$ cat config.mk
export PLATFORM = sky130hd
export DESIGN_NAME = imem_loader
export DESIGN_NICKNAME = d
export VERILOG_FILES = /design/src/rtl/imem_loader_pkg.sv /design/src/rtl/imem_word_assembler.sv /design/src/rtl/imem_loader.sv
export SDC_FILE = /design/constraint.sdc
export NUM_CORES = 1
export LEC_CHECK = 0
export CORE_UTILIZATION = 45
export DETAILED_ROUTE_END_ITERATION = 16
export DONT_BUFFER_PORTS = 1
export GPL_TIMING_DRIVEN = 0
export SLEW_MARGIN = 25
export SYNTH_ARGS = -nofsm -noshare
export SYNTH_HDL_FRONTEND = slang
export SYNTH_SLANG_ARGS = --single-unit
$ cat constraint.sdc
create_clock -name clk -period 6.81 [get_ports clk]
set_input_delay 0.681 -clock clk [delete_from_list [all_inputs] [get_ports clk]]
set_output_delay 0.681 -clock clk [all_outputs]
set_load 0.01 [all_outputs]
$ cat src/rtl/imem_loader_pkg.sv
// Shared constants and state encoding for the instruction-memory boot loader.
package imem_loader_pkg;

    typedef enum logic [2:0] {
        StIdle  = 3'd0,
        StLenHi = 3'd1,
        StLenLo = 3'd2,
        StData  = 3'd3,
        StWrite = 3'd4,
        StDone  = 3'd5,
        StErr   = 3'd6
    } state_e;

    localparam int unsigned HDR_BYTES  = 2;
    localparam int unsigned WORD_BYTES = 4;

endpackage

$ cat src/rtl/imem_word_assembler.sv
// Packs a big-endian byte stream into 32-bit words; flags the byte that completes a word.
module imem_word_assembler
    import imem_loader_pkg::*;
(
    input  logic        clk,
    input  logic        rst,
    input  logic        clear_i,
    input  logic        byte_xfer_i,
    input  logic [7:0]  byte_i,
    output logic        word_ready_o,
    output logic [31:0] word_o
);

    logic [23:0] shift_q, shift_d;
    logic [1:0]  cnt_q, cnt_d;

    always_ff @(posedge clk or negedge rst) begin
        if (!rst) begin
            shift_q <= '0;
            cnt_q   <= '0;
        end else begin
            shift_q <= shift_d;
            cnt_q   <= cnt_d;
        end
    end

    always_comb begin
        shift_d = shift_q;
        cnt_d   = cnt_q;
        if (clear_i) begin
            shift_d = '0;
            cnt_d   = '0;
        end else if (byte_xfer_i) begin
            shift_d = {shift_q[15:0], byte_i};
            cnt_d   = cnt_q + 2'd1;
        end
    end

    // The completing byte is merged combinationally so the word is ready on its own edge.
    assign word_ready_o = byte_xfer_i && (cnt_q == 2'(WORD_BYTES - 1));
    assign word_o       = {shift_q, byte_i};

endmodule

$ cat src/rtl/imem_loader.sv
// Boot loader: receives a length-prefixed word image over a byte link, writes it into
// instruction memory and holds the CPU core in reset until the image is complete.
module imem_loader
    import imem_loader_pkg::*;
#(
    parameter int unsigned ADDR_W = 8,
    parameter int unsigned LEN_W  = 16
) (
    input  logic             clk,
    input  logic             rst,
    input  logic             start,
    input  logic [7:0]       byte_in,
    input  logic             byte_valid,
    output logic             byte_ready,
    output logic             imem_we,
    output logic [31:0]      imem_addr,
    output logic [31:0]      imem_wdata,
    output logic             cpu_rst_n,
    output logic             done,
    output logic             error,
    output logic [LEN_W-1:0] words_loaded
);

    localparam int unsigned Depth = 2 ** ADDR_W;

    state_e            state_q, state_d;
    logic [7:0]        len_hi_q;
    logic [LEN_W-1:0]  len_q;
    logic [LEN_W-1:0]  len_new;
    logic [LEN_W-1:0]  words_q;
    logic [ADDR_W-1:0] addr_q;
    logic [31:0]       wdata_q;
    logic              cpu_rst_n_q;
    logic              xfer;
    logic              start_ok;
    logic              word_ready;
    logic [31:0]       word;

    assign xfer     = byte_valid && byte_ready;
    assign start_ok = start && (state_q == StIdle || state_q == StDone || state_q == StErr);
    assign len_new  = LEN_W'({len_hi_q, byte_in});

    imem_word_assembler u_asm (
        .clk          (clk),
        .rst          (rst),
        .clear_i      (start_ok),
        .byte_xfer_i  (xfer && (state_q == StData)),
        .byte_i       (byte_in),
        .word_ready_o (word_ready),
        .word_o       (word)
    );

    always_ff @(posedge clk or negedge rst) begin
        if (!rst) begin
            state_q <= StIdle;
        end else begin
            state_q <= state_d;
        end
    end

    always_comb begin
        state_d = state_q;
        unique case (state_q)
            StIdle, StDone, StErr: begin
                if (start) state_d = StLenHi;
            end
            StLenHi: begin
                if (xfer) state_d = StLenLo;
            end
            StLenLo: begin
                if (xfer) begin
                    if (len_new == '0)              state_d = StDone;
                    else if (32'(len_new) > Depth)  state_d = StErr;
                    else                            state_d = StData;
                end
            end
            StData: begin
                if (word_ready) state_d = StWrite;
            end
            StWrite: begin
                if ((words_q + LEN_W'(1)) == len_q) state_d = StDone;
                else                                state_d = StData;
            end
            default: state_d = StIdle;
        endcase
    end

    always_comb begin
        byte_ready = 1'b0;
        imem_we    = 1'b0;
        done       = 1'b0;
        error      = 1'b0;
        unique case (state_q)
            StLenHi, StLenLo, StData: byte_ready = 1'b1;
            StWrite:                  imem_we    = 1'b1;
            StDone:                   done       = 1'b1;
            StErr:                    error      = 1'b1;
            default: ;
        endcase
    end

    always_ff @(posedge clk or negedge rst) begin
        if (!rst) begin
            len_hi_q    <= '0;
            len_q       <= '0;
            words_q     <= '0;
            addr_q      <= '0;
            wdata_q     <= '0;
            cpu_rst_n_q <= 1'b0;
        end else begin
            if (state_q == StLenHi && xfer) len_hi_q <= byte_in;
            if (state_q == StLenLo && xfer) len_q <= len_new;
            if (start_ok) begin
                words_q <= '0;
            end else if (state_q == StWrite) begin
                words_q <= words_q + LEN_W'(1);
            end
            // Address and data are captured on entry to WRITE and held afterwards.
            if (word_ready) begin
                addr_q  <= words_q[ADDR_W-1:0];
                wdata_q <= word;
            end
            cpu_rst_n_q <= (state_d == StIdle) || (state_d == StDone);
        end
    end

    assign imem_addr    = {{(32 - ADDR_W){1'b0}}, addr_q};
    assign imem_wdata   = wdata_q;
    assign cpu_rst_n    = cpu_rst_n_q;
    assign words_loaded = words_q;

endmodule
# After elaboration in Yosys (flattened, before gate mapping)
# Cells that the tools add are included.
dict set report word_totals {
  mem_bits_ro 0
  n_memories 0
  output_inout_bits 85
  ram_bits 0
  ff_bits 110
  latch_bits 0
  elab_cells 55
  inputBits 12
}
dict set report op_classes {
  eq_ne 9
  n_div 0
  n_shift 0
  bitwise_logic 0
  n_reduce_logical 16
  mux 18
  mul 0
  addsub 2
  magnitude_cmp 1
}
# operator n
set op_table {}
lappend op_table {{24-bit 2-to-1 mux} 2}
lappend op_table {{16-bit 2-to-1 mux} 2}
lappend op_table {{3-bit 2-to-1 mux} 7}
lappend op_table {{16-bit by 1-bit adder with 16-bit output (second input constant)} 1}
lappend op_table {{16-bit equality test} 1}
lappend op_table {{16-bit by 9-bit > comparator with 1-bit output (second input constant)} 1}
lappend op_table {{16-bit zero test} 1}
lappend op_table {{3-bit case mux with 5 select lines} 1}
lappend op_table {{3-bit equality test (second input constant)} 4}
lappend op_table {{3-bit by 2-bit equality test with 1-bit output (second input constant)} 2}
lappend op_table {{1-bit logical AND} 6}
lappend op_table {{3-bit zero test} 2}
lappend op_table {{3-bit OR reduction} 2}
lappend op_table {{1-bit 2-to-1 mux} 4}
lappend op_table {{2-bit 2-to-1 mux} 2}
lappend op_table {{2-bit nonzero test} 2}
lappend op_table {{3-bit by 1-bit equality test with 1-bit output (second input constant)} 1}
lappend op_table {{1-bit logical OR} 3}
lappend op_table {{2-bit by 1-bit adder with 2-bit output (second input constant)} 1}
lappend op_table {{2-bit equality test (second input constant)} 1}

# Longest topological paths before layout
# Gate-level depths: netlist of the first run.
dict set report logic_depth {
  word_depth 10
  mapped_depth 8
  ltp_nobuf 7
}

# Hierarchy
# Synthesis of the first run repeated with hierarchy kept, for this count alone.
dict set report unflattened {
  cells_unflattened 466
  area_unflattened_um2 5439.0
}
# mod area_each_um2 instances seq_area_each_um2 cells_each
set by_module_without_submodules {}
lappend by_module_without_submodules {imem_loader 4285.4 1 2102.0 372}
lappend by_module_without_submodules {imem_word_assembler 1153.6 1 650.6 94}

# Worst setup path after synthesis of the first run
# Ideal clock, no wire load.
dict set report synth_timing {
  path_type {register -> register}
  start {register words_q[0], in the netlist words_loaded[0]}
  end {register state_q[1]}
  arrival_time_ns 2.151
  slack_ns 4.540
  setup_time_ns 0.119
  path_stages_with_launch 9
  synth_period_minus_slack_ns 2.270
  n_path_buf 1
  cell_sequence {dfrtp_1 ha_1 nand3_1 clkbuf_1 or2_1 o41a_1 a221oi_2 nand3_2 a21bo_1}
}
dict set report synth_via {
  elab_chain_cells 4
}
# element line
set synth_lines {}
lappend synth_lines {{start, declared} imem_loader.sv:30} ;# logic [LEN_W-1:0] words_q;
lappend synth_lines {{start signal, assigned} imem_loader.sv:116} ;# words_q <= words_q + LEN_W'(1);
lappend synth_lines {{16-bit by 1-bit adder with 16-bit output} imem_loader.sv:81} ;# if ((words_q + LEN_W'(1)) == len_q) state_d = StDone;
lappend synth_lines {{16-bit equality test} imem_loader.sv:81}
lappend synth_lines {{3-bit 2-to-1 mux} imem_loader.sv:81}
lappend synth_lines {{3-bit case mux with 5 select lines} imem_loader.sv:63} ;# unique case (state_q)
lappend synth_lines {{net state_d[1]} imem_loader.sv:26} ;# state_e state_q, state_d;
lappend synth_lines {{end signal, assigned} imem_loader.sv:55} ;# state_q <= StIdle;
lappend synth_lines {{end signal, assigned} imem_loader.sv:57} ;# state_q <= state_d;
lappend synth_lines {{end, declared} imem_loader.sv:26}
# The timed path passes the listed nets, and every way through them passes these cells.
# A chain may end at the register's enable or synchronous reset.

# Final worst setup path of the first run
dict set report layout_timing {
  start {register words_q[0], in the netlist words_loaded[0]}
  end {register cpu_rst_n_q, in the netlist cpu_rst_n}
}
dict set report layout_via {
  elab_chain_cells 6
  elab_cells_between_ends 7
}
# element line
set layout_lines {}
lappend layout_lines {{16-bit by 1-bit adder with 16-bit output *} imem_loader.sv:81}
lappend layout_lines {{16-bit equality test *} imem_loader.sv:81}
lappend layout_lines {{3-bit 2-to-1 mux *} imem_loader.sv:81}
lappend layout_lines {{3-bit case mux with 5 select lines *} imem_loader.sv:63}
lappend layout_lines {{3-bit equality test or 3-bit zero test (tied branches)} imem_loader.sv:123} ;# cpu_rst_n_q <= (state_d == StIdle) || (state_d == StDone);
lappend layout_lines {{1-bit logical OR *} imem_loader.sv:123}
lappend layout_lines {{end signal, assigned} imem_loader.sv:123}
lappend layout_lines {{end, declared} imem_loader.sv:33} ;# logic cpu_rst_n_q;
# Every way passes the cells marked *; elsewhere a longest branch is shown, timed or not.

==> results of run 1 <==
sequential cells by signal, indices dropped and copies added (netlist names):
signal and cells:
len_q 16, len_hi_q 8, words_loaded 16, state_q 3, cpu_rst_n 1, addr_q 8
imem_wdata 32, u_asm.shift_q 24, u_asm.cnt_q 2
how the worst max path moves through the flow:
stage          cells after the start          to  slack (ns)             from
2_1_floorplan                      8  state_q[1]        4.54  words_loaded[0]
3_3_place_gp                       8   cpu_rst_n        4.07  words_loaded[0]
3_5_place_dp                       8   cpu_rst_n        4.08  words_loaded[0]
4_1_cts                            8   cpu_rst_n        4.06  words_loaded[0]
5_1_grt                            8   cpu_rst_n        3.78  words_loaded[0]
6_report                           8   cpu_rst_n        4.03  words_loaded[0]
layout make-up:
type	count	share of cell area, %
Sequential cell	110	48.0
Clock inverter	2	0.306
Tap cell	140	3.06
Multi-Input combinational cell	330	39.1
Clock buffer	12	4.30
Inverter	3	0.196
Buffer	49	5.06
cell families (layout without fill, tap and decap cells):
kind of cell | Yosys count | in the layout | share of synthesized area [%]
flops | 110 | 110 | 52.9
buf+inv | 52 | 66 | 5.80
xor+xnor | 35 | 35 | 5.89
other cells | 1 | 24 | 0.0721
mux | 65 | 65 | 14.0
compound gates | 59 | 59 | 7.09
fa+ha+maj | 2 | 2 | 0.481
simple gates | 145 | 145 | 13.7
cells in the final DEF, fill, tap and decap left out, drive strengths merged, types with 3 or more instances in the layout:
cell / instances
a21oi: 34
and3: 4
buf: 32
clkbuf: 29
conb: 24
dfrtp: 110
inv: 3
mux2: 64
nand2: 70
nand2b: 3
nand3: 9
nand4: 6
nor2: 21
nor3: 6
nor4: 4
o21ai: 10
or3: 6
xnor2: 21
xor2: 14
per-layer routing:
| metal | up-vias | track usage (%) | share of wire (%) |
|---|---|---|---|
| met5 | - | 0 | 0 |
| met4 | 0 | 8.10 | 2.2 |
| met3 | 16 | 5.69 | 6.7 |
| met2 | 112 | 30.1 | 44 |
| met1 | 1703 | 27.2 | 47 |
| li1 | 1636 | - | - |
report_power, final:
part	total (mW)	switching, mW	internal, mW
Clock	0.482	0.225	0.256
Combinational	0.511	0.256	0.255
Sequential	0.979	0.163	0.816
critical path: cells and delay by family (launching register included):
family | cells | cell delay, ns
buffers and inverters | 1 | 0.34
and+or+nand+nor | 3 | 0.65
DFF | 1 | 0.50
AOI/OAI and AO/OA | 3 | 0.89
adders and majority gates | 1 | 0.31
metrics by stage:
step	instance area (um^2)	cells	utilization, %	worst slack (ns)
after floorplan	5290	492	-	4.54
after global placement	5460	632	49.5	4.07
after detailed placement	5470	632	49.6	4.08
after CTS	5730	646	52.0	4.06
after global routing	5730	646	52.0	3.78
final	5730	646	52.0	4.03
==> impl_metrics.prom, run 1 <==
# TYPE chip_impl_metric gauge
chip_impl_info{name="outcome",value="completed"} 1
chip_impl_metric{name="number_of_warnings_issued_by_yosys",unit=""} 0
chip_impl_metric{name="timing.final.setup_violations",unit=""} 0
chip_impl_metric{name="drtPass1Iterations",unit=""} 4
chip_impl_metric{name="detailroute.via_count",unit=""} 3467
chip_impl_info{name="worstHoldPathType",value="input port to async pin"} 1
chip_impl_metric{name="clkTransAtPathRegs",unit="ns"} 0.07
chip_impl_info{name="rsz0062_at_grt",value="false"} 1
chip_impl_metric{name="worstRegToRegCells",unit=""} 8
chip_impl_metric{name="clock-sinks",unit=""} 110
chip_impl_metric{name="route.antenna.remaining_nets",unit=""} 0
chip_impl_metric{name="gr-usage-all-layers",unit="%"} 20.0
chip_impl_metric{name="n_fill_cell",unit=""} 1043
chip_impl_metric{name="power.static_leakage",unit="nW"} 2.63
chip_impl_metric{name="ir_drop",unit="mV"} 0.185
chip_impl_info{name="startpoint_type",value="flip-flop"} 1
chip_impl_metric{name="maxSlewViolCount",unit=""} 0
chip_impl_metric{name="grt-ovfl-total",unit=""} 0
chip_impl_info{name="worst_r2r_startpoint",value="words_loaded[0]"} 1
chip_impl_metric{name="synthArstFlopShare",unit="%"} 100
chip_impl_metric{name="floorplan.die.height",unit="um"} 110
chip_impl_metric{name="setup-tns-final",unit="ns"} 0
chip_impl_metric{name="antenna_cells",unit=""} 0
chip_impl_metric{name="drive_gt1_share",unit="%"} 21.9
chip_impl_metric{name="clock_tree.htree_level_count",unit=""} 3
chip_impl_metric{name="detailed_place_hpwl",unit="um"} 7890
chip_impl_metric{name="synth_area",unit="um^2"} 5200
chip_impl_metric{name="design.final.nets",unit=""} 517
chip_impl_metric{name="die-width",unit="um"} 110
chip_impl_metric{name="timing_hold_violations_final",unit=""} 0
chip_impl_metric{name="initial_utilization",unit="%"} 47.2
chip_impl_metric{name="route.final.wire_length",unit="um"} 11000
chip_impl_metric{name="insertion_delay",unit="ns"} 0.35
chip_impl_metric{name="period_share",unit="%"} 40.9
chip_impl_info{name="synth_top_cells_by_area",value="dfrtp_1 (53%), mux2_2 (13%), nand2_1 (5.1%)"} 1
chip_impl_info{name="type_of_destination_of_the_critical_path",value="flip-flop"} 1
chip_impl_metric{name="synth-edff-count",unit=""} 0
chip_impl_metric{name="slew-limit-headroom",unit="%"} 52.4
chip_impl_metric{name="drt_iter0_markers",unit=""} 184
chip_impl_info{name="critical-path-slowest-cell",value="dfrtp_1"} 1
chip_impl_metric{name="number_of_setup_buffers_added_after_cts",unit=""} 0
chip_impl_metric{name="worstPathMaxFanout",unit=""} 10
chip_impl_metric{name="yosys_register_bits",unit=""} 110
chip_impl_metric{name="cts-hold-fix-buffers",unit=""} 0
chip_impl_metric{name="clock.fmax",unit="MHz"} 359
chip_impl_metric{name="layout.area.seq",unit="um^2"} 2750
chip_impl_metric{name="synth_largest_type_area_fraction",unit="%"} 52.9
chip_impl_metric{name="max-clock-path-buffers",unit=""} 2
chip_impl_metric{name="avgSynthCellArea",unit="um^2"} 11.1
chip_impl_metric{name="grt_max_degree",unit=""} 111
chip_impl_metric{name="drc",unit=""} 0
chip_impl_info{name="timing.rr.end",value="cpu_rst_n"} 1
chip_impl_metric{name="post_synth_num_cell_types",unit=""} 59
chip_impl_info{name="yosys.cell_count.top_type",value="dfrtp_1"} 1
chip_impl_metric{name="multi_input_gate_area_in_the_final_layout",unit="um^2"} 2240
chip_impl_metric{name="power_density_over_cell_area",unit="nW/um^2"} 344
chip_impl_info{name="worstSetupPathType",value="flip-flop to flip-flop"} 1
chip_impl_metric{name="total_cts_buffers",unit=""} 9
chip_impl_metric{name="gp_congestion",unit=""} 0.807
chip_impl_metric{name="design_power_total",unit="mW"} 1.97
chip_impl_metric{name="grt_pass1_vias",unit=""} 3397
chip_impl_info{name="synth.cells.most_frequent",value="dfrtp_1 (110), nand2_1 (70), mux2_2 (58)"} 1
chip_impl_info{name="tritoncts",value="yes"} 1
chip_impl_info{name="root_buffer",value="clkbuf_16"} 1
chip_impl_metric{name="cpPeakStageDelay",unit="ns"} 0.50
chip_impl_metric{name="vias_per_cell",unit=""} 5.37
chip_impl_metric{name="finalWorstPathRequiredPeriod",unit="ns"} 2.78
chip_impl_metric{name="fin_worst_hold_slack",unit="ns"} 0.0217
chip_impl_metric{name="critical_path_required",unit="ns"} 7.06
chip_impl_metric{name="cts.repair.resized",unit=""} 0
chip_impl_metric{name="skew",unit="ns"} 0.00916
chip_impl_metric{name="design.portCount",unit=""} 97
chip_impl_metric{name="timing_worst_slew_pin_value",unit="ns"} 0.710
chip_impl_metric{name="core.rowCount",unit=""} 38
chip_impl_metric{name="placement.io_buffers",unit=""} 0
chip_impl_metric{name="post_drt_wl_per_cell",unit="um"} 17.0
chip_impl_metric{name="core-area",unit="um^2"} 11000
chip_impl_metric{name="cp_data_arrival_time",unit="ns"} 3.03
chip_impl_metric{name="synthesis.instances",unit=""} 469
chip_impl_info{name="worstPathCellList",value="ha_1 > nand3_1 > clkbuf_1 > o21ai_0 > a2111oi_0 > nor4b_1 > nand3_2 > o2bb2ai_1"} 1
chip_impl_metric{name="synth_seq_area_share",unit="%"} 52.9
chip_impl_metric{name="maxCapViolCount",unit=""} 0
chip_impl_metric{name="antenna_found_initial",unit=""} 0
chip_impl_metric{name="syn2layout_area_growth",unit="%"} 10.2
chip_impl_metric{name="reg2reg_slack",unit="ns"} 4.03
chip_impl_info{name="yosys.area.top_type",value="dfrtp_1"} 1
chip_impl_info{name="postSynth.topFlopCell",value="dfrtp_1"} 1
chip_impl_metric{name="dieArea",unit="um^2"} 12000
chip_impl_metric{name="global_route_wire_length_before_repair",unit="um"} 17700
(Power assumes the default switching activity.)
==> run 2, diff against run 1 <==
--- a/config.mk
+++ b/config.mk
@@ -5,6 +5,7 @@
 export SDC_FILE = /design/constraint.sdc
 export NUM_CORES = 1
 export LEC_CHECK = 0
+export ABC_AREA = 1
 export CORE_UTILIZATION = 45
 export DETAILED_ROUTE_END_ITERATION = 16
 export DONT_BUFFER_PORTS = 1
==> constraint.sdc (replaced) <==
create_clock -name clk -period 2.9 [get_ports clk]
set_input_delay 0.29 -clock clk [delete_from_list [all_inputs] [get_ports clk]]
set_output_delay 0.29 -clock clk [all_outputs]
set_load 0.01 [all_outputs]
==> impl_metrics.prom, run 2 <==
# TYPE chip_impl_metric gauge
chip_impl_metric{name="global_route_wire_length_before_repair",unit="um"} 20400
chip_impl_metric{name="critical_path_required",unit="ns"} 3.13
chip_impl_info{name="type_of_destination_of_the_critical_path",value="flip-flop"} 1
chip_impl_metric{name="design.final.nets",unit=""} 686
chip_impl_metric{name="post_synth_num_cell_types",unit=""} 34
chip_impl_metric{name="clock-sinks",unit=""} 110
chip_impl_metric{name="cts-hold-fix-buffers",unit=""} 2
chip_impl_info{name="root_buffer",value="clkbuf_16"} 1
chip_impl_metric{name="vias_per_cell",unit=""} 5.01
chip_impl_info{name="worstHoldPathType",value="input port to flip-flop"} 1
chip_impl_metric{name="syn2layout_area_growth",unit="%"} 11.1
chip_impl_metric{name="maxSlewViolCount",unit=""} 0
chip_impl_info{name="startpoint_type",value="flip-flop"} 1
chip_impl_metric{name="synth-edff-count",unit=""} 0
chip_impl_metric{name="yosys_register_bits",unit=""} 110
chip_impl_metric{name="clock.fmax",unit="MHz"} 444
chip_impl_metric{name="synth_largest_type_area_fraction",unit="%"} 52.4
chip_impl_metric{name="drc",unit=""} 0
chip_impl_metric{name="total_cts_buffers",unit=""} 9
chip_impl_info{name="worstSetupPathType",value="flip-flop to flip-flop"} 1
chip_impl_metric{name="grt_max_degree",unit=""} 111
chip_impl_metric{name="power.share.combinational",unit="%"} 30.0
chip_impl_metric{name="dp.cells",unit=""} 802
chip_impl_metric{name="detailroute.via_count",unit=""} 4105
chip_impl_metric{name="placement.io_buffers",unit=""} 0
chip_impl_metric{name="design.portCount",unit=""} 97
chip_impl_metric{name="n_fill_cell",unit=""} 1097
chip_impl_metric{name="gp_congestion",unit=""} 0.886
chip_impl_metric{name="antenna_found_initial",unit=""} 0
chip_impl_metric{name="insertion_delay",unit="ns"} 0.35
chip_impl_info{name="outcome",value="completed"} 1
chip_impl_metric{name="synthArstFlopShare",unit="%"} 100
chip_impl_metric{name="initial_utilization",unit="%"} 46.2
chip_impl_metric{name="cp_data_arrival_time",unit="ns"} 2.47
chip_impl_metric{name="maxCapViolCount",unit=""} 0
chip_impl_metric{name="finalWorstPathRequiredPeriod",unit="ns"} 2.25
chip_impl_metric{name="slew-limit-headroom",unit="%"} 58.8
chip_impl_info{name="yosys.cell_count.top_type",value="nand2_1"} 1
chip_impl_metric{name="floorplan.die.height",unit="um"} 110
chip_impl_info{name="tritoncts",value="yes"} 1
chip_impl_metric{name="route.final.wire_length",unit="um"} 12400
chip_impl_metric{name="avgSynthCellArea",unit="um^2"} 8.25
chip_impl_metric{name="detailed_place_hpwl",unit="um"} 9040
chip_impl_info{name="postSynth.topFlopCell",value="dfrtp_1"} 1
chip_impl_metric{name="cts.repair.resized",unit=""} 0
chip_impl_metric{name="clkTransAtPathRegs",unit="ns"} 0.08
chip_impl_metric{name="grt_pass1_vias",unit=""} 4085
chip_impl_metric{name="antenna_cells",unit=""} 0
chip_impl_metric{name="internal-power",unit="mW"} 3.21
chip_impl_metric{name="power_switching",unit="mW"} 2.15
chip_impl_metric{name="number_of_setup_buffers_added_after_cts",unit=""} 0
chip_impl_metric{name="gr-usage-all-layers",unit="%"} 22.3
chip_impl_metric{name="grt-ovfl-total",unit=""} 0
chip_impl_metric{name="skew",unit="ns"} 0.0184
chip_impl_info{name="yosys.area.top_type",value="dfrtp_1"} 1
chip_impl_metric{name="drt_iter0_markers",unit=""} 322
chip_impl_metric{name="core.rowCount",unit=""} 39
chip_impl_metric{name="pwr-share-clk",unit="%"} 22.0
chip_impl_metric{name="drive_gt1_share",unit="%"} 8.43
chip_impl_metric{name="clock_tree.htree_level_count",unit=""} 3
chip_impl_metric{name="layout.cells.non_filler",unit=""} 819
chip_impl_metric{name="post_drt_wl_per_cell",unit="um"} 15.1
chip_impl_metric{name="worstPathMaxFanout",unit=""} 5
chip_impl_metric{name="period_share",unit="%"} 77.6
chip_impl_metric{name="die-width",unit="um"} 110
chip_impl_metric{name="route.antenna.remaining_nets",unit=""} 0
chip_impl_metric{name="synth_seq_area_share",unit="%"} 52.4
chip_impl_metric{name="number_of_warnings_issued_by_yosys",unit=""} 0
chip_impl_metric{name="ir_drop",unit="mV"} 0.457
chip_impl_metric{name="power_density_over_cell_area",unit="nW/um^2"} 920
chip_impl_metric{name="dieArea",unit="um^2"} 12100
chip_impl_metric{name="share_seq_of_total_power",unit="%"} 47.9
chip_impl_info{name="synth_top_cells_by_area",value="dfrtp_1 (52%), nand2_1 (14%), inv_1 (6.3%)"} 1
chip_impl_metric{name="setup-tns-final",unit="ns"} 0
chip_impl_metric{name="timing_hold_violations_final",unit=""} 0
chip_impl_metric{name="core-area",unit="um^2"} 11400
chip_impl_metric{name="synthesis.instances",unit=""} 636
chip_impl_metric{name="power.static_leakage",unit="nW"} 3.12
chip_impl_metric{name="synth_area",unit="um^2"} 5250
chip_impl_info{name="rsz0062_at_grt",value="false"} 1
chip_impl_metric{name="power.share.switching",unit="%"} 40.2
chip_impl_info{name="layout.cells.most_common_list",value="nand2_1 (189), dfrtp_1 (110), inv_1 (88), o21ai_0 (55), nor2_1 (31)"} 1
chip_impl_metric{name="timing.final.setup_violations",unit=""} 0
chip_impl_metric{name="max-clock-path-buffers",unit=""} 2
chip_impl_metric{name="largest_register_ff_count",unit=""} 32
chip_impl_metric{name="drtPass1Iterations",unit=""} 5
chip_impl_metric{name="timing_worst_slew_pin_value",unit="ns"} 0.619
chip_impl_info{name="layout.cells.most_common",value="nand2_1"} 1
chip_impl_info{name="synth.cells.most_frequent",value="nand2_1 (189), dfrtp_1 (110), inv_1 (88)"} 1
==> run 2: cell count changes after synthesis, moves of 22 or more <==
cell / before / now
a21oi_1: 33 / 11
a22oi_1: 0 / 25
inv_1: 2 / 88
mux2_2: 58 / 0
nand2_1: 70 / 189
nand3_1: 8 / 30
o21ai_0: 9 / 55
==> run 2: cells by family after synthesis <==
logic type      synth area share, %
compound gates                 11.8
xor+xnor                      0.930
fa+ha+maj                     0.477
buf+inv                        11.2
flops                          52.4
other cells                  0.0714
simple gates                   23.0
==> run 2: power by group through the flow <==
stage / Clock, mW / Sequential [mW] / Combinational [mW]
2_1_floorplan: 0 / 2.43 / 1.28
3_5_place_dp: 0 / 2.60 / 1.58
3_3_place_gp: 0 / 2.58 / 1.53
6_report: 1.18 / 2.57 / 1.61
5_1_grt: 1.27 / 2.66 / 1.88
4_1_cts: 1.21 / 2.57 / 1.63
==> run 2: per-layer routing <==
metal | global-route usage, % | share of wire [%]
met3 | 4.53 | 4.8
met4 | 6.76 | 0.83
met5 | 0 | 0
met2 | 38.5 | 51
met1 | 28.0 | 43
==> run 2: final cells by class <==
cell class                      count  area, um^2  area share, %
Inverter                           89         334           5.73
Buffer                             42         255           4.38
Tap cell                          143         179           3.07
Clock inverter                      6        52.6          0.901
Clock buffer                        9         225           3.86
Multi-Input combinational cell    418        1990           34.2
Timing Repair Buffer                2        37.5          0.644
Sequential cell                   110        2750           47.2
==> run 2: critical path, cell delays in order (launching register included) <==
cell	delay [ns]
dfrtp_1	0.49
ha_1	0.25
nand3_1	0.15
nor2_2	0.23
nand2_1	0.10
nand3b_1	0.10
nand2_1	0.05
nor2_1	0.09
nand3_1	0.08
nor2_1	0.19
nand3_1	0.16
a21oi_1	0.18
nor2_1	0.06
==> run 2: worst paths after layout <==
| path | start | slack [ns] | cells past startpoint | end |
|---|---|---|---|---|
| min | byte_in[5] | 0.08 | 2 | u_asm.shift_q[5] |
| max reg2reg | words_loaded[0] | 0.65 | 12 | cpu_rst_n |
| max in group asynchronous | rst | 1.91 | 2 | u_asm.shift_q[4] |
| min reg2reg | u_asm.shift_q[23] | 0.49 | 2 | imem_wdata[31] |
| min in group asynchronous | rst | 0.56 | 2 | len_q[11] |
| max | words_loaded[0] | 0.65 | 12 | cpu_rst_n |
==> run 2: stage by stage <==
| stage | worst slack (ns) | total power, mW | instance area (um^2) | hold WS (ns) | utilization [%] |
|---|---|---|---|---|---|
| 2_1_floorplan | 1.01 | 3.71 | 5340 | -0.00559 | - |
| 3_3_place_gp | 0.687 | 4.12 | 5520 | -0.00343 | 48.5 |
| 3_5_place_dp | 0.630 | 4.18 | 5520 | -0.00315 | 48.5 |
| 4_1_cts | 0.604 | 5.41 | 5830 | 0.0712 | 51.3 |
| 5_1_grt | 0.433 | 5.81 | 5830 | 0.0711 | 51.3 |
| 6_report | 0.650 | 5.36 | 5830 | 0.0793 | 51.3 |
==> run 3, diff against run 2 <==
--- a/config.mk
+++ b/config.mk
@@ -5,7 +5,7 @@
 export SDC_FILE = /design/constraint.sdc
 export NUM_CORES = 1
 export LEC_CHECK = 0
-export ABC_AREA = 1
+export ABC_AREA = 0
 export CORE_UTILIZATION = 45
 export DETAILED_ROUTE_END_ITERATION = 16
 export DONT_BUFFER_PORTS = 1
==> constraint.sdc (replaced) <==
create_clock -name clk -period 2.1 [get_ports clk]
set_input_delay 0.21 -clock clk [delete_from_list [all_inputs] [get_ports clk]]
set_output_delay 0.21 -clock clk [all_outputs]
set_load 0.01 [all_outputs]
==> impl_metrics.prom, run 3 (same netlist as run 1, synthesis figures left out) <==
# TYPE chip_impl_metric gauge
chip_impl_info{name="outcome",value="complete, but fails checks"} 1
chip_impl_info{name="failed_checks",value="negative hold slack, negative setup slack"} 1
chip_impl_info{name="rsz0062_at_grt",value="true"} 1
chip_impl_metric{name="dp.cells",unit=""} 632
chip_impl_metric{name="detailroute.via_count",unit=""} 3575
chip_impl_metric{name="ir_drop",unit="mV"} 0.428
chip_impl_metric{name="power.share.switching",unit="%"} 33.6
chip_impl_info{name="worst_r2r_startpoint",value="len_hi_q[4]"} 1
chip_impl_metric{name="max-clock-path-buffers",unit=""} 2
chip_impl_info{name="critical-path-slowest-cell",value="or4_4"} 1
chip_impl_metric{name="cp_data_arrival_time",unit="ns"} 2.52
chip_impl_metric{name="internal-power",unit="mW"} 4.54
chip_impl_metric{name="drt_iter0_markers",unit=""} 230
chip_impl_metric{name="critical_path_required",unit="ns"} 2.36
chip_impl_metric{name="skew",unit="ns"} 0.0109
chip_impl_metric{name="post_drt_wl_per_cell",unit="um"} 17.3
chip_impl_metric{name="drtPass1Iterations",unit=""} 5
chip_impl_info{name="timing.critical_path.max_delay_family",value="simple AND/OR/NAND/NOR gates"} 1
chip_impl_metric{name="design.portCount",unit=""} 97
chip_impl_metric{name="fin_worst_hold_slack",unit="ns"} -0.450
chip_impl_info{name="layout.cells.most_common_list",value="dfrtp_1 (107), nand2_1 (70), mux2_2 (57), buf_4 (36), a21oi_1 (33)"} 1
chip_impl_metric{name="timing_hold_violations_final",unit=""} 110
chip_impl_metric{name="fin_worst_setup_slack",unit="ns"} -0.159
chip_impl_metric{name="grt_max_degree",unit=""} 111
chip_impl_info{name="crit_end",value="cpu_rst_n"} 1
chip_impl_metric{name="timing.final.setup_violations",unit=""} 2
chip_impl_metric{name="finalWorstPathRequiredPeriod",unit="ns"} 2.26
chip_impl_info{name="tritoncts",value="yes"} 1
chip_impl_metric{name="cpPeakStageDelay",unit="ns"} 0.55
chip_impl_metric{name="design.final.nets",unit=""} 535
chip_impl_metric{name="core-area",unit="um^2"} 11000
chip_impl_metric{name="route.final.wire_length",unit="um"} 11500
chip_impl_metric{name="period_share",unit="%"} 108
chip_impl_metric{name="floorplan.die.height",unit="um"} 110
chip_impl_metric{name="worstRegToRegCells",unit=""} 7
chip_impl_metric{name="global_route_wire_length_before_repair",unit="um"} 18600
chip_impl_metric{name="clkTransAtPathRegs",unit="ns"} 0.08
chip_impl_metric{name="insertion_delay",unit="ns"} 0.35
chip_impl_metric{name="maxSlewViolCount",unit=""} 0
chip_impl_metric{name="clock.fmax",unit="MHz"} 443
chip_impl_metric{name="met3_length",unit="um"} 881
chip_impl_metric{name="power.static_leakage",unit="nW"} 2.78
chip_impl_metric{name="reg2reg_slack",unit="ns"} -0.16
chip_impl_info{name="root_buffer",value="clkbuf_16"} 1
chip_impl_metric{name="cts-hold-fix-buffers",unit=""} 8
chip_impl_metric{name="route.antenna.remaining_nets",unit=""} 0
chip_impl_metric{name="core.rowCount",unit=""} 38
chip_impl_info{name="worstSetupPathType",value="flip-flop to flip-flop"} 1
chip_impl_metric{name="initial_utilization",unit="%"} 47.2
chip_impl_metric{name="placement.io_buffers",unit=""} 0
chip_impl_metric{name="clock_tree.htree_level_count",unit=""} 3
chip_impl_info{name="layout.cells.most_common",value="dfrtp_1"} 1
chip_impl_metric{name="power_density_over_cell_area",unit="nW/um^2"} 1120
chip_impl_metric{name="met1_length",unit="um"} 5320
chip_impl_metric{name="dieArea",unit="um^2"} 12000
chip_impl_info{name="worstHoldPathType",value="input port to async pin"} 1
chip_impl_metric{name="grt_pass1_vias",unit=""} 3467
chip_impl_metric{name="die-width",unit="um"} 110
chip_impl_metric{name="final_design_area_no_fill",unit="um^2"} 6080
chip_impl_metric{name="syn2layout_area_growth",unit="%"} 16.9
chip_impl_metric{name="critical_path_buf_inv_count",unit=""} 1
chip_impl_metric{name="n_fill_cell",unit=""} 953
chip_impl_info{name="worstPathCellList",value="or4_4 > nor4_4 > or3b_4 > mux2_4 > a21oi_2 > buf_4 > o2bb2ai_2"} 1
chip_impl_metric{name="placed_area",unit="um^2"} 5490
chip_impl_info{name="timing.rr.end",value="cpu_rst_n"} 1
chip_impl_metric{name="total_cts_buffers",unit=""} 9
chip_impl_metric{name="slew-limit-headroom",unit="%"} 55.5
chip_impl_metric{name="gr-usage-all-layers",unit="%"} 20.9
chip_impl_metric{name="timing_worst_slew_pin_value",unit="ns"} 0.664
chip_impl_metric{name="layout.area.seq",unit="um^2"} 2760
chip_impl_metric{name="layout.cells.non_filler",unit=""} 666
chip_impl_metric{name="multi_input_gate_area_in_the_final_layout",unit="um^2"} 2340
chip_impl_metric{name="maxCapViolCount",unit=""} 0
chip_impl_metric{name="worstPathMaxFanout",unit=""} 2
chip_impl_metric{name="power.share.combinational",unit="%"} 27.5
chip_impl_metric{name="clock-sinks",unit=""} 110
chip_impl_metric{name="gp_congestion",unit=""} 0.812
chip_impl_metric{name="antenna_cells",unit=""} 0
chip_impl_metric{name="grt-ovfl-total",unit=""} 0
chip_impl_info{name="top_layer_used",value="met4"} 1
chip_impl_metric{name="antenna_found_initial",unit=""} 0
chip_impl_metric{name="share_seq_of_total_power",unit="%"} 46.6
chip_impl_info{name="type_of_destination_of_the_critical_path",value="flip-flop"} 1
chip_impl_metric{name="setup-tns-final",unit="ns"} -0.303
chip_impl_metric{name="detailed_place_hpwl",unit="um"} 7830
chip_impl_metric{name="vias_per_cell",unit=""} 5.37
chip_impl_info{name="critical_path.startpoint",value="len_hi_q[4]"} 1
chip_impl_metric{name="worstSetupPathDepth",unit=""} 7
chip_impl_metric{name="drc",unit=""} 0
chip_impl_metric{name="drive_gt1_share",unit="%"} 28.5
chip_impl_metric{name="wl_met2",unit="um"} 5080
chip_impl_metric{name="pwr-share-clk",unit="%"} 25.9
chip_impl_info{name="startpoint_type",value="flip-flop"} 1
chip_impl_metric{name="dp_worst_setup_slack",unit="ns"} -0.399
chip_impl_metric{name="largest_register_ff_count",unit=""} 32
chip_impl_metric{name="power_switching",unit="mW"} 2.30
## run 3: cell count changes in the layout (fill, tap and decap cells not counted), sizes merged, moves of 20 or more
cell	delta
nand2	-121
a21oi	+22
o21ai	-47
nand3	-22
xnor2	+20
a22oi	-25
inv	-87
mux2	+64
## run 3: how the worst min path moves through the flow
stage | from | slack (ns) | end | cells past startpoint
final | rst | -0.45 | u_asm.shift_q[2] | 0
after global routing | rst | -0.46 | u_asm.shift_q[2] | 0
after CTS | rst | -0.47 | imem_wdata[5] | 0
after detailed placement | rst | -0.08 | imem_wdata[9] | 0
after global placement | rst | -0.08 | imem_wdata[8] | 0
after floorplan | rst | -0.09 | addr_q[0] | 0
## run 3: stage by stage
step,total power [mW],utilization [%],hold slack [ns]
after floorplan,4.43,-,-0.0856
after global placement,4.81,49.7,-0.0817
after detailed placement,4.89,49.7,-0.0827
after CTS,6.87,54.8,-0.466
after global routing,7.21,55.1,-0.464
final,6.84,55.1,-0.450
## run 3: cell type report
cell class,count,area share (%)
Clock buffer,9,3.70
Sequential cell,110,45.3
Multi-Input combinational cell,330,38.4
Clock inverter,7,1.50
Tap cell,140,2.88
Timing Repair Buffer,18,2.55
Inverter,3,0.185
Buffer,49,5.43
## run 3: metal layers
metal  vias to the layer above  global-route usage [%]
met5                         -                       0
met4                         0                    8.86
met3                        20                    3.97
met2                       138                    31.2
met1                      1740                    29.8
li1                       1677                       -
## run 3: worst reg2reg max path, stage by stage, from the launching register on
cell and delay (ns):
dfrtp_1 0.38, or4_4 0.55, nor4_4 0.16, or3b_4 0.42, mux2_4 0.28, a21oi_2 0.13
buf_4 0.12, o2bb2ai_2 0.13
## run 3: timing repair
item,in CTS,in global routing
resized for setup,21,20
endpoints found under the setup margin,83,64
pin swaps,9,5
hold endpoints to repair,125,110
buffers inserted,9,1
gates cloned,0,0
## run 3: power groups by stage
stage / clock [mW] / combinational, mW / sequential (mW)
global placement: 0 / 1.61 / 3.20
finish: 1.77 / 1.88 / 3.18
floorplan: 0 / 1.39 / 3.05
CTS: 1.82 / 1.87 / 3.18
detailed placement: 0 / 1.66 / 3.23
global route: 1.89 / 2.06 / 3.26
